$ cat config.mk
export PLATFORM = sky130hd
export DESIGN_NAME = sargantana_icache_array_sched
export DESIGN_NICKNAME = d
export VERILOG_FILES = /design/src/rtl/sargantana_icache_pkg.sv /design/src/rtl/sargantana_icache_flush_walker.sv /design/src/rtl/sargantana_icache_array_sched.sv
export SDC_FILE = /design/constraint.sdc
export NUM_CORES = 1
export LEC_CHECK = 0
export BUFFER_PORTS_ARGS = -buffer_cell sky130_fd_sc_hd__buf_2
export CAP_MARGIN = 25
export CORE_ASPECT_RATIO = 1.25
export CORE_MARGIN = 1
export CORE_UTILIZATION = 45
export CTS_BUF_LIST = sky130_fd_sc_hd__clkbuf_8
export DETAILED_ROUTE_END_ITERATION = 10
export PLACE_DENSITY = 0.78
export SETUP_SLACK_MARGIN = 0.2
export SYNTH_ARGS = -nofsm -noshare
export SYNTH_HDL_FRONTEND = slang
export SYNTH_HIERARCHICAL = 1
export SYNTH_SLANG_ARGS = --single-unit
export TNS_END_PERCENT = 1
$ cat constraint.sdc
create_clock -name clk_i -period 1.8 [get_ports clk_i]
set_input_delay 0.36 -clock clk_i [delete_from_list [all_inputs] [get_ports clk_i]]
set_output_delay 0.36 -clock clk_i [all_outputs]
set_load 0.05 [all_outputs]
$ cat src/rtl/sargantana_icache_pkg.sv
// Shared types and defaults for the icache array scheduler.
// Imported by the scheduler top and its flush walker.
package sargantana_icache_pkg;

  localparam int unsigned ICACHE_IDX_WIDTH = 6;
  localparam int unsigned STARVE_LIM_DEFAULT = 8;

  typedef enum logic {
    IDLE  = 1'b0,
    FLUSH = 1'b1
  } sched_state_t;

endpackage

$ cat src/rtl/sargantana_icache_flush_walker.sv
// Set-index walker for the full-cache flush.
// Counts 0..2**IDX_WIDTH-1 and pulses done the cycle after the last set.
module sargantana_icache_flush_walker
  import sargantana_icache_pkg::*;
#(
  parameter int unsigned IDX_WIDTH = ICACHE_IDX_WIDTH
) (
  input  logic                 clk_i,
  input  logic                 rst_i,
  input  logic                 start_i,
  input  logic                 run_i,
  output logic [IDX_WIDTH-1:0] idx_o,
  output logic                 last_o,
  output logic                 done_o
);

  logic [IDX_WIDTH-1:0] cnt_q;
  logic                 done_q;

  assign last_o = run_i && (cnt_q == {IDX_WIDTH{1'b1}});
  assign idx_o  = cnt_q;
  assign done_o = done_q;

  always_ff @(posedge clk_i) begin
    if (rst_i) begin
      cnt_q  <= '0;
      done_q <= 1'b0;
    end else begin
      done_q <= last_o;
      // Wrap is explicit at the terminal set, never by overflow.
      if (start_i || last_o)
        cnt_q <= '0;
      else if (run_i)
        cnt_q <= cnt_q + {{(IDX_WIDTH-1){1'b0}}, 1'b1};
    end
  end

endmodule

$ cat src/rtl/sargantana_icache_array_sched.sv
// Single-port grant scheduler for the icache arrays.
// Flush walk, then aged inval, refill, inval, core read.
module sargantana_icache_array_sched
  import sargantana_icache_pkg::*;
#(
  parameter int unsigned IDX_WIDTH  = ICACHE_IDX_WIDTH,
  parameter int unsigned STARVE_LIM = STARVE_LIM_DEFAULT
) (
  input  logic                 clk_i,
  input  logic                 rst_i,
  input  logic                 flush_req_i,
  input  logic                 refill_valid_i,
  input  logic [IDX_WIDTH-1:0] refill_idx_i,
  output logic                 refill_ready_o,
  input  logic                 inval_valid_i,
  input  logic [IDX_WIDTH-1:0] inval_idx_i,
  output logic                 inval_ready_o,
  input  logic                 core_req_i,
  input  logic [IDX_WIDTH-1:0] core_idx_i,
  output logic                 core_gnt_o,
  output logic                 cache_rd_ena_o,
  output logic                 cache_wr_ena_o,
  output logic                 inval_o,
  output logic                 flush_ena_o,
  output logic [IDX_WIDTH-1:0] cline_index_o,
  output logic                 flush_done_o,
  output logic                 busy_o
);

  localparam int unsigned AW = $clog2(STARVE_LIM + 1);

  sched_state_t state_q, state_d;
  logic [AW-1:0] age_q;
  logic aged;
  logic sel_inv, sel_ref, sel_core;
  logic [IDX_WIDTH-1:0] walk_idx;
  logic walk_last;
  logic walk_start;
  logic walk_run;

  assign walk_run   = (state_q == FLUSH);
  assign walk_start = (state_q == IDLE) && flush_req_i;
  assign busy_o     = walk_run;
  assign aged       = (age_q == AW'(STARVE_LIM));

  assign sel_inv  = inval_valid_i && (aged || !refill_valid_i);
  assign sel_ref  = refill_valid_i && !sel_inv;
  assign sel_core = core_req_i && !inval_valid_i
                 && !refill_valid_i;

  sargantana_icache_flush_walker #(
    .IDX_WIDTH(IDX_WIDTH)
  ) u_walker (
    .clk_i  (clk_i),
    .rst_i  (rst_i),
    .start_i(walk_start),
    .run_i  (walk_run),
    .idx_o  (walk_idx),
    .last_o (walk_last),
    .done_o (flush_done_o)
  );

  always_ff @(posedge clk_i) begin
    if (rst_i) begin
      state_q <= IDLE;
      age_q   <= '0;
    end else begin
      state_q <= state_d;
      if (!inval_valid_i || inval_ready_o)
        age_q <= '0;
      else if (!aged)
        age_q <= age_q + AW'(1);
    end
  end

  always_comb begin
    state_d        = state_q;
    refill_ready_o = 1'b0;
    inval_ready_o  = 1'b0;
    core_gnt_o     = 1'b0;
    cache_rd_ena_o = 1'b0;
    cache_wr_ena_o = 1'b0;
    inval_o        = 1'b0;
    flush_ena_o    = 1'b0;
    cline_index_o  = core_idx_i;
    unique case (state_q)
      IDLE: begin
        if (flush_req_i)
          state_d = FLUSH;
        unique case (1'b1)
          sel_inv: begin
            inval_ready_o = 1'b1;
            inval_o       = 1'b1;
            cline_index_o = inval_idx_i;
          end
          sel_ref: begin
            refill_ready_o = 1'b1;
            cache_wr_ena_o = 1'b1;
            cline_index_o  = refill_idx_i;
          end
          sel_core: begin
            core_gnt_o     = 1'b1;
            cache_rd_ena_o = 1'b1;
          end
          default: ;
        endcase
      end
      FLUSH: begin
        // Pending invalidations are absorbed: the walk clears every set.
        flush_ena_o   = 1'b1;
        inval_ready_o = 1'b1;
        cline_index_o = walk_idx;
        if (walk_last)
          state_d = IDLE;
      end
      default: state_d = IDLE;
    endcase
  end

endmodule

==> impl_metrics.py <==
metrics = {
    "die": {
        "die_h_um": 51.8,
        "io_pins": 39,
        "die_area_mm2": 0.00217,
        "design.core.area_mm2": 0.00181,
        "die_w_um": 41.9,
        "num_rows": 17,
        "initial_core_util_pct": 49.4,
    },
    "global_route": {
        "grt_pass1_vias": 749,
        "antenna_found_initial": 0,
        "grt_usage_pct": 18.4,
        "grt.overflow.total": 0,
        "grt_max_degree": 28,
        "grt_pass1_wl_um": 3260,
    },
    "final_layout": {
        "flow.area_growth_from_synthesis_pct": 36.1,
        "nFillCells": 136,
        "nets": 169,
        "design_area_mm2": 0.00122,
        "final_common_cell": "buf_2",
        "n_antenna_cell": 0,
        "drive_gt1_share_pct": 48.9,
        "most-common-layout-cells": "buf_2, nor2_1, buf_4",
    },
    "worst_setup_path": {
        "critPathTopFamily": "buffers and inverters",
        "path_buf_inv": 3,
        "cp-end-kind": "output pin",
        "critPathKind": "reg -> out",
        "cp_max_fo": 6,
        "worst-endpoint-required_ps": 1440,
        "arrival_ps": 1630,
        "worstPathCellList": "inv_2 > ha_4 > and4b_1 > buf_6 > nor3_2 > o41ai_2 > buf_4",
        "critPathLaunchType": "register",
        "cpMaxStageDelayCell": "dfxtp_2",
        "slowest_delay_ps": 320,
        "rrSetupSlack_ps": 370,
    },
    "power": {
        "cellPowerDensity_mw_per_mm2": 663,
        "p_leak_uw": 0.000549,
        "irDropWorstVdd_uv": 459,
    },
    "yosys": {
        "synth_nets": 132,
        "synth_area_um2": 893,
        "synth.yosys.seq_area_share_pct": 26.9,
        "ys_seq_elements": 12,
        "synth-warning-count": 6,
        "syn_inst": 105,
        "ys_types": 29,
        "syn_avg_cell_area_um2": 8.51,
    },
    "drt": {
        "first_pass_iters": 4,
        "met2WireLength_um": 941,
        "vias_per_cell": 5.26,
        "wl_met1_um": 837,
        "top_layer": "met3",
        "drtIter0Drc": 14,
        "wl_met3_um": 118,
        "ant_nets": 0,
        "wl_per_cell_um": 11.9,
        "wl_um": 1900,
        "dr_total_vias": 841,
        "drc_errors": 0,
    },
    "place": {
        "place_area_mm2": 0.00111,
        "port_buffers": 38,
        "gp_congestion": 0.777,
        "dp_hpwl_um": 1490,
    },
    "hold_path": {
        "hp-class": "in -> reg",
    },
    "clocking": {
        "htree_levels": 1,
        "cts-root-buf": "clkbuf_8",
        "cts_setup_buffers": 0,
        "cts_buffers": 3,
        "cts_tree": "done",
        "clk_latency_ps": 230,
        "cts_buffer_depth": 2,
        "cts_sinks": 12,
        "clkSlewWorstSetupHoldPaths_ps": 50,
    },
    "timing": {
        "finalCritPeriodShare_pct": 110,
        "holdWs_ps": 389,
        "fin_ws_ps": -187,
        "relSlewSlack_pct": 75.3,
        "hold_violations": 0,
        "fin_skew_ps": 3.24,
        "rsz0062_at_grt": "yes",
        "setup_viol": 6,
        "max_slew.worst_pin.slew_ps": 370,
        "max_freq_mhz": 503,
        "fin_crit_ps": 1990,
        "slew_viol_final": 0,
    },
    "status": {
        "status": "finished with violations",
        "violations": "negative setup slack",
    },
    "job": {
        "cap_violations": 0,
    },
}
-- state kept, by name (all words and copies together), names as in the netlist --
name and cells:
u_walker/idx_o 6, u_walker/done_o 1, age_q 4, busy_o 1
-- worst paths after layout --
path / startpoint / to / cells past startpoint
hold reg to reg: u_walker/idx_o[1]$_SDFFE_PP0P_ / u_walker/idx_o[1]$_SDFFE_PP0P_ / 2
setup / recovery: age_q[1]$_SDFFE_PP0N_ / cline_index_o[4] / 7
hold / removal: rst_i / busy_o$_SDFF_PP0_ / 2
setup reg to reg: busy_o$_SDFF_PP0_ / u_walker/idx_o[5]$_SDFFE_PP0P_ / 3
-- stage by stage --
step / util (%) / std cells / TNS, ps / power (uW) / worst slack [ps]
5_1_grt: 67.3 / 160 / -1790 / 841 / -293
6_report: 67.3 / 160 / -1060 / 807 / -187
4_1_cts: 66.7 / 160 / -1120 / 812 / -208
3_3_place_gp: 61.5 / 156 / -53.5 / 506 / -16.2
2_1_floorplan: - / 105 / -3250 / 459 / -404
3_5_place_dp: 61.5 / 156 / -191 / 509 / -63.5
-- metal layers --
layer / vias up / global-route usage, %
met4: 0 / 4.84
met1: 367 / 23.1
met3: 0 / 2.43
met2: 34 / 33.1
met5: - / 0
li1: 440 / -
-- report_power, final --
group,leakage [uW],internal [uW],switching (uW)
logic,0.000421,86.0,147
registers,0.0000987,271,16.4
clock network,0.0000288,193,93.3
total,0.000549,549,257
-- timing repair --
item / CTS / global route
pin swaps: 1 / 1
resized for setup: 14 / 4
hold buffers: 0 / 0
endpoints found under the setup margin: 12 / 12
-- worst register-to-register path: cells and delay by family, from the launching register on --
| family | cells | cell delay, ps |
|---|---|---|
| flip-flops | 1 | 530 |
| AND/OR/NAND/NOR | 2 | 550 |
| AO/OA/AOI/OAI | 1 | 260 |
-- synthesized netlist by cell type --
cell type,n,area (um^2)
nand2_1,9,33.8
mux2i_1,2,20.0
nor3_1,3,15.0
or2_1,1,6.26
a311oi_2,1,15.0
nor2_1,18,67.6
a211oi_1,1,7.51
xnor2_1,2,17.5
nand2_4,1,11.3
or3_1,1,6.26
xor2_1,5,43.8
nand2b_1,1,6.26
nand4_1,2,12.5
nand4_2,1,12.5
a21oi_1,7,35.0
nand3_1,4,20.0
nand3b_1,2,15.0
dfxtp_1,12,240
nand4b_2,1,15.0
buf_2,4,20.0
o41ai_2,6,97.6
nor2b_1,1,6.26
o21ai_1,1,5.00
buf_4,5,37.5
and4b_1,1,10.0
inv_1,3,11.3
ha_1,3,37.5
nor3b_1,1,7.51
nor3_2,6,60.1
-- kinds of logic (layout without fill, tap and decap cells) --
family	Yosys count	after routing	synth area share, %
buffers and inverters	12	48	7.70
AO/OA/AOI/OAI	16	16	17.9
XOR/XNOR	7	7	6.86
multiplexers	2	2	2.24
adder cells (fa/ha/maj)	3	3	4.20
flip-flops	12	12	26.9
AND/OR/NAND/NOR	53	53	34.2
-- cell type report --
| class | count | area [um^2] | share of cell area [%] |
|---|---|---|---|
| multi-input cells | 81 | 618 | 50.8 |
| repair buffers | 41 | 262 | 21.5 |
| flip-flops and latches | 12 | 246 | 20.3 |
| clock buffers | 4 | 55.1 | 4.53 |
| well taps | 19 | 23.8 | 1.95 |
| inverters | 3 | 11.3 | 0.926 |
Power figures use the tool's default switching activity.
